**src/rtl/sysid_checker_timer.sv**
```systemverilog
// rtl/sysid_checker_timer.sv - clearable up-counter with terminal-count flag
// Ports: i_clock, i_reset (sync, active-high), i_clear (load zero),
//        i_en (count up), o_tc (count equals TERMINAL).
module sysid_checker_timer #(
  parameter int unsigned      WIDTH    = 16,
  parameter logic [WIDTH-1:0] TERMINAL = '1
) (
  input  logic i_clock,
  input  logic i_reset,
  input  logic i_clear,
  input  logic i_en,
  output logic o_tc
);

  logic [WIDTH-1:0] r_count;

  // Clear has priority so a state entry always restarts the count at zero.
  always_ff @(posedge i_clock) begin
    if (i_reset || i_clear) begin
      r_count <= '0;
    end else if (i_en) begin
      r_count <= r_count + WIDTH'(1);
    end
  end

  assign o_tc = (r_count == TERMINAL);

endmodule

```
**config.mk**
```make
export PLATFORM = sky130hd
export DESIGN_NAME = sysid_checker_timer
export DESIGN_NICKNAME = d
export VERILOG_FILES = /design/src/rtl/sysid_checker_timer.sv
export SDC_FILE = /design/constraint.sdc
export NUM_CORES = 1
export LEC_CHECK = 0
export CAP_MARGIN = 10
export CORE_MARGIN = 1.5
export CORE_UTILIZATION = 40
export CTS_CLUSTER_DIAMETER = 100
export DETAILED_ROUTE_END_ITERATION = 16
export PLACE_DENSITY_LB_ADDON = 0.15
export SYNTH_ARGS = -nofsm -noshare
export SYNTH_HDL_FRONTEND = slang
export SYNTH_SLANG_ARGS = --single-unit
```
**constraint.sdc**
```tcl
create_clock -name i_clock -period 3.8 [get_ports i_clock]
set_input_delay 0.76 -clock i_clock [delete_from_list [all_inputs] [get_ports i_clock]]
set_output_delay 0.76 -clock i_clock [all_outputs]
set_load 0.05 [all_outputs]
```
# Word level (Yosys, flattened, before mapping)

Index checks and enable logic that the tools add are counted.

Add/subtract/negate cells: 1
Equal/unequal tests: 1
Reduce and logical (&&, ||, !) cells: 1

Operators with widths:

| kind                                                            | count |
|---|---|
| 16-bit by 1-bit adder with 16-bit output, second input constant | 1 |
| 16-bit == test, second input constant                           | 1 |
| 1-bit logical OR                                                | 1 |

Bits in registers: 16
Input bits: 4
Logic and storage cells: 4

# Logic depth before layout (Yosys ltp)

Gate-level depths: netlist of run 1.

Depth in word-level cells: 1
Gate-level depth with buffers: 5
Depth with buffers taken out: 5

# Least setup slack after synthesis of run 1

Ideal clock, no wire load.

Kind: register to output
Start: reg r_count[5]
End: out o_tc
Arrival time: 2.138 ns
Required time: 3.040 ns
Slack: 0.902 ns
Stages on the path, launching flop included: 3
Path through: dfxtp_1 -> nand4_4 -> nor4_1

Word-level cells in the longest chain between the ends: 1

RTL lines:

| element                | line | text |
|---|---|---|
| from (decl)            | 15   | `logic [WIDTH-1:0] r_count;` |
| from (signal assigned) | 22   | `r_count <= r_count + WIDTH'(1);` |
| 16-bit == test         | 26   | `assign o_tc = (r_count == TERMINAL);` |
| to (decl)              | 12   | `output logic o_tc` |

Every way passes these cells.

# Worst setup path in the final report of run 1

Start: reg r_count[2]
End: out o_tc

The elaborated chain is that of the path after synthesis.

==> flow_metrics.tcl, run 1 <==
set metrics [dict create \
    whs_path_depth 2 \
    post_cts_resized 0 \
    power_frac_seq_pct 57.7 \
    synth_commonest_cells "dfxtp_1 (16), nor2_1 (15), nand2_1 (7)" \
    timing.rr.end "r_count[12]" \
    fin_setup_tns_ns 0 \
    start_util_pct 43.9 \
    start_kind "flip-flop" \
    async_reset_ff_share_pct 0 \
    finalMaxSlewViolations 0 \
    drt-initial-drc-count 15 \
    drv_cap 0 \
    grt_usage_pct 14.3 \
    slowest_delay_ns 0.85 \
    wl_per_cell_um 11.5 \
    grt_antenna_before_repair 0 \
    slew_headroom_pct 67.4 \
    insertedDiodeCount 0 \
    path_clk_slew_ns 0.09 \
    rows 15 \
    dieWidth_um 47.3 \
    pin_count 5 \
    sw_frac_of_total_pct 20.8 \
    setup_viol 0 \
    fmax_mhz 352 \
    cp.arrival_ns 2.08 \
    grt_first_pass_wirelength_um 2240 \
    ys_seq_area_share_pct 40.9 \
    leakagePower_nw 0.320 \
    grt-ovfl-total 0 \
    critical_path_required_ns 3.04 \
    hold_start "r_count[14]" \
    crit_start "r_count[2]" \
    hold_end "r_count[14]" \
    holdBufCountCts 0 \
    period_share_pct 74.8 \
    grt_max_degree 16 \
    synthFlopType "dfxtp_1" \
    reg2reg_from "r_count[0]" \
    synth_top_area_cell "dfxtp_1" \
    rr_worst_depth 5 \
    ys_warn_count 0 \
    syn_nets 91 \
    clock_sinks 16 \
    die_h_um 47.3 \
    drc 0 \
    hold_viol 0 \
    end_kind "primary output" \
    drive_above_1_share_pct 13.3 \
    critPathBufInv 1 \
    hold_class "flip-flop to flip-flop" \
    fin_hold_ws_ns 0.484 \
    worst_slew_pin_slew_ns 0.488 \
    p_clk_share_pct 38.3 \
    clkLatencyLatePin_ns 0.28 \
    layout.nets 96 \
    cp_cell_sequence "and3_1 -> nand3_1 -> nor4_1 -> clkdlybuf4s50_1" \
    worstPathMaxFanout 5 \
    p_int_mw 0.232 \
    cts_made_buffers 3 \
    grt_pass1_vias 523 \
    combPwrFrac_pct 3.9 \
    vias 600 \
    ys_ff_latch 16 \
    r2r_slack_ns 2.26 \
    die_area_mm2 0.00223 \
    clock-root-buffer "clkbuf_4" \
    top_regs "r_count x16" \
    core_area_mm2 0.00178 \
    p_per_area_mw_per_mm2 339 \
    area.growth.synth_to_final_pct 10.4 \
    gp_congestion 0.740 \
    viasPerCell 5.22 \
    dp_hpwl_um 967 \
    crit_path_top_delay_cell "clkdlybuf4s50_1" \
    ys_types 28 \
    cts_max_path_buffers 2 \
    top_register "r_count" \
    switchingPower_mw 0.0610 \
    detail-route-antenna-nets 0 \
    avgSynthCellArea_um2 9.11 \
    postCtsSetupRepairBufs 0 \
    synth_top_area_share_pct 40.9 \
    first_pass_iters 4 \
    ir_drop_mv 0.253 \
    wirelength_um 1330 \
    status "finished, final reports clean" \
    yosysMostFrequentCell "dfxtp_1" \
    h-tree-depth 1 \
    ys_top_cells_by_area "dfxtp_1 (41%), nor2_1 (7.2%), xnor2_1 (6.7%), xor2_1 (4.5%), nand4_1 (4.0%)" \
    finClkSkew_ns 0.00122 \
    min_period_ns 2.84 \
    path_class "flip-flop to primary output" \
    rsz0062_at_grt "false" \
    cts_tree "done" \
    largest_register_ffs 16 \
    synth_edf_count 0 \
    synthCells 86 \
    path_delay_family "buffers and inverters" \
    netlist_area_um2 783 \
    port_buffers 4 \
]
## area by class of cell
cell class | count | area [µm²]
fillers | 171 | 918
multi-input cells | 64 | 429
flip-flops and latches | 16 | 320
repair buffers | 4 | 40.0
clock buffers | 4 | 36.3
well taps | 25 | 31.3
inverters | 2 | 7.51
## worst max-delay path by stage
stage,end,depth (start not counted)
after floorplan,o_tc,2
after global placement,o_tc,4
after detailed placement,o_tc,4
after CTS,o_tc,4
after global routing,o_tc,4
final,o_tc,4
## metrics by stage
step / power [mW] / std cells / util [%] / instance area (µm²) / setup WS (ns)
detailed placement: 0.185 / 111 / 46.5 / 828 / 1.26
finish: 0.293 / 115 / 48.5 / 865 / 0.958
global route: 0.307 / 115 / 48.5 / 865 / 0.846
CTS: 0.298 / 115 / 48.5 / 865 / 0.925
global placement: 0.184 / 111 / 46.5 / 828 / 1.27
floorplan: 0.181 / 86 / - / 783 / 0.902
## worst register-to-register path: stages (launching register included)
cell,delay (ns)
dfxtp_1,0.40
ha_1,0.24
nand2_1,0.16
nor4_2,0.30
a21oi_1,0.12
a31o_2,0.23
## placed cells by master, fill, tap and decap left out, types with 2 or more instances in the layout
cell             synthesis  layout
a21oi_1                  3       3
xor2_1                   4       4
nor2_1                  15      15
dfxtp_1                 16      16
inv_1                    2       2
clkdlybuf4s50_1          0       4
mux2i_1                  2       2
nand4_1                  5       5
clkbuf_4                 0       3
nor4_1                   2       2
nor3_1                   3       3
nand2_1                  7       7
xnor2_1                  6       6
a31o_2                   2       2
nand3_1                  3       3
## power by group through the flow
stage	sequential, mW	clock [mW]	combinational [mW]
2_1_floorplan	0.173	0	0.00824
3_3_place_gp	0.173	0	0.0115
3_5_place_dp	0.173	0	0.0116
4_1_cts	0.169	0.117	0.0116
5_1_grt	0.169	0.125	0.0129
6_report	0.169	0.112	0.0114
## cell families (layout without fill, tap and decap cells)
group	count (synthesis)	after routing	synth area share, %
AOI/OAI and AO/OA	8	8	6.87
xor gates and xnor gates	10	10	11.2
adders and majority gates	1	1	1.60
buffers and inverters	6	10	4.31
DFF	16	16	40.9
muxes	2	2	2.56
and+or+nand+nor	43	43	32.6
## routing by layer
metal / GRT usage, % / wire length [µm] / vias up
met2: 21.4 / 617 / 3
met3: 5.77 / 31 / 2
met4: 3.33 / 12 / 0
met1: 19.4 / 667 / 283
met5: 0 / 0 / -
li1: - / - / 312
Note: power is estimated with default switching activity, not from simulation.
==> inputs of run 2 (changes only) <==
==> constraint.sdc (replaced) <==
create_clock -name i_clock -period 2.4 [get_ports i_clock]
set_input_delay 0.48 -clock i_clock [delete_from_list [all_inputs] [get_ports i_clock]]
set_output_delay 0.48 -clock i_clock [all_outputs]
set_load 0.05 [all_outputs]
==> run 2 against run 1 <==
Critical path depth is 1 lower. Utilization is 0.56 points lower. Die area stayed put. Clock skew is 0.0010 ns higher. Wire length down 0.38%. Combinational power rose by 60%. Via count down 5.7%. Critical endpoint unchanged. Largest power group unchanged.
==> flow_metrics.tcl, run 2 (synthesis results as in run 1) <==
set metrics [dict create \
    gp_congestion 0.714 \
    p_per_area_mw_per_mm2 496 \
    grt_max_degree 16 \
    switchingPower_mw 0.0910 \
    hold_class "flip-flop to flip-flop" \
    cts_made_buffers 3 \
    viasPerCell 4.96 \
    die_area_mm2 0.00223 \
    clkLatencyLatePin_ns 0.28 \
    cp.arrival_ns 1.53 \
    dieWidth_um 47.3 \
    rows 15 \
    cts_tree "done" \
    largest_register_ffs 16 \
    end_kind "primary output" \
    min_period_ns 2.01 \
    p_clk_share_pct 32.5 \
    power_frac_seq_pct 63.2 \
    period_share_pct 83.7 \
    post_cts_resized 0 \
    ir_drop_mv 0.237 \
    grt_pass1_vias 531 \
    cts_max_path_buffers 2 \
    wirelength_um 1320 \
    dp_slack_ns 0.297 \
    layout.nets 96 \
    finClkSkew_ns 0.00225 \
    die_h_um 47.3 \
    grt-ovfl-total 0 \
    slowest_delay_ns 0.46 \
    cp_cell_sequence "nand4_4 -> nor4_2 -> buf_4" \
    wl_per_cell_um 11.6 \
    first_pass_iters 4 \
    layout_setup_ws_ns 0.392 \
    finalMaxSlewViolations 0 \
    drc 0 \
    leakagePower_nw 0.315 \
    top_register "r_count" \
    area.growth.synth_to_final_pct 9.11 \
    utilization_pct 47.9 \
    rsz0062_at_grt "false" \
    postCtsSetupRepairBufs 0 \
    status "finished, final reports clean" \
    start_kind "flip-flop" \
    drt-initial-drc-count 12 \
    holdBufCountCts 0 \
    pin_count 5 \
    path_class "flip-flop to primary output" \
    drv_cap 0 \
    instances_no_fill 114 \
    worstPathMaxFanout 6 \
    final_common_cell "dfxtp_1" \
    fmax_mhz 498 \
    port_buffers 4 \
    placed_cells 111 \
    dp_hpwl_um 954 \
    setup_viol 0 \
    clock-root-buffer "clkbuf_4" \
    insertedDiodeCount 0 \
    combPwrFrac_pct 4.3 \
    h-tree-depth 1 \
    grt_usage_pct 15.2 \
    critical_path_required_ns 1.92 \
    sw_frac_of_total_pct 21.4 \
    fin_setup_tns_ns 0 \
    core_area_mm2 0.00178 \
    crit_path_top_delay_cell "dfxtp_1" \
    p_int_mw 0.333 \
    vias 566 \
    worst_slew_pin_slew_ns 0.338 \
    final_cell_mix "dfxtp_1 (16), nor2_1 (15), nand2_1 (7), xnor2_1 (6), nand4_1 (5)" \
    slew_headroom_pct 77.3 \
    grt_antenna_before_repair 0 \
    p_total_mw 0.424 \
    start_util_pct 43.9 \
    hold_viol 0 \
    path_clk_slew_ns 0.09 \
    drive_above_1_share_pct 14.6 \
    clock_sinks 16 \
    grt_first_pass_wirelength_um 2340 \
    top_regs "r_count x16" \
    detail-route-antenna-nets 0 \
]
[run 2: cell count changes in the layout (fill, tap and decap cells not counted)]
cell,previous run,this run
buf_4,0,1
clkbuf_8,1,0
clkdlybuf4s50_1,4,3
nor4_1,2,1
nor4_2,1,2
[run 2: through the flow]
step / hold WS (ns) / instance area (µm²)
CTS: 0.481 / 855
floorplan: 0.446 / 790
global placement: 0.468 / 832
global route: 0.508 / 855
finish: 0.481 / 855
detailed placement: 0.469 / 832
[run 2: per-layer routing]
metal | track usage [%] | vias to the layer above | wire (µm)
met5 | 0 | - | 0
met4 | 3.33 | 0 | 0
met3 | 8.08 | 0 | 48
met2 | 21.1 | 4 | 547
met1 | 20.8 | 255 | 727
li1 | - | 307 | -
[run 2: power by group through the flow]
stage | Clock, mW | Sequential, mW | Combinational, mW
floorplan | 0 | 0.274 | 0.0130
global placement | 0 | 0.274 | 0.0181
detailed placement | 0 | 0.274 | 0.0182
CTS | 0.146 | 0.268 | 0.0184
global route | 0.157 | 0.268 | 0.0203
finish | 0.138 | 0.268 | 0.0182
[run 2: final timing paths]
check,from,to,slack [ns],cells after the start
max,r_count[5],o_tc,0.39,3
min reg2reg,r_count[14],r_count[14],0.48,2
min,r_count[14],r_count[14],0.48,2
max reg2reg,r_count[5],r_count[13],0.89,4
[run 2: area by class of cell]
cell class	count	area, µm²
clock buffer	3	22.5
fill	194	928
inverter	2	7.51
multi-input combinational	64	435
sequential	16	320
tap	25	31.3
timing repair buffer	4	37.5
[run 2: critical path, delay by kind of cell, from the launching register on]
kind	cells	cell delay, ns
buffers and inverters	1	0.25
AND/OR/NAND/NOR	2	0.54
flip-flops	1	0.46
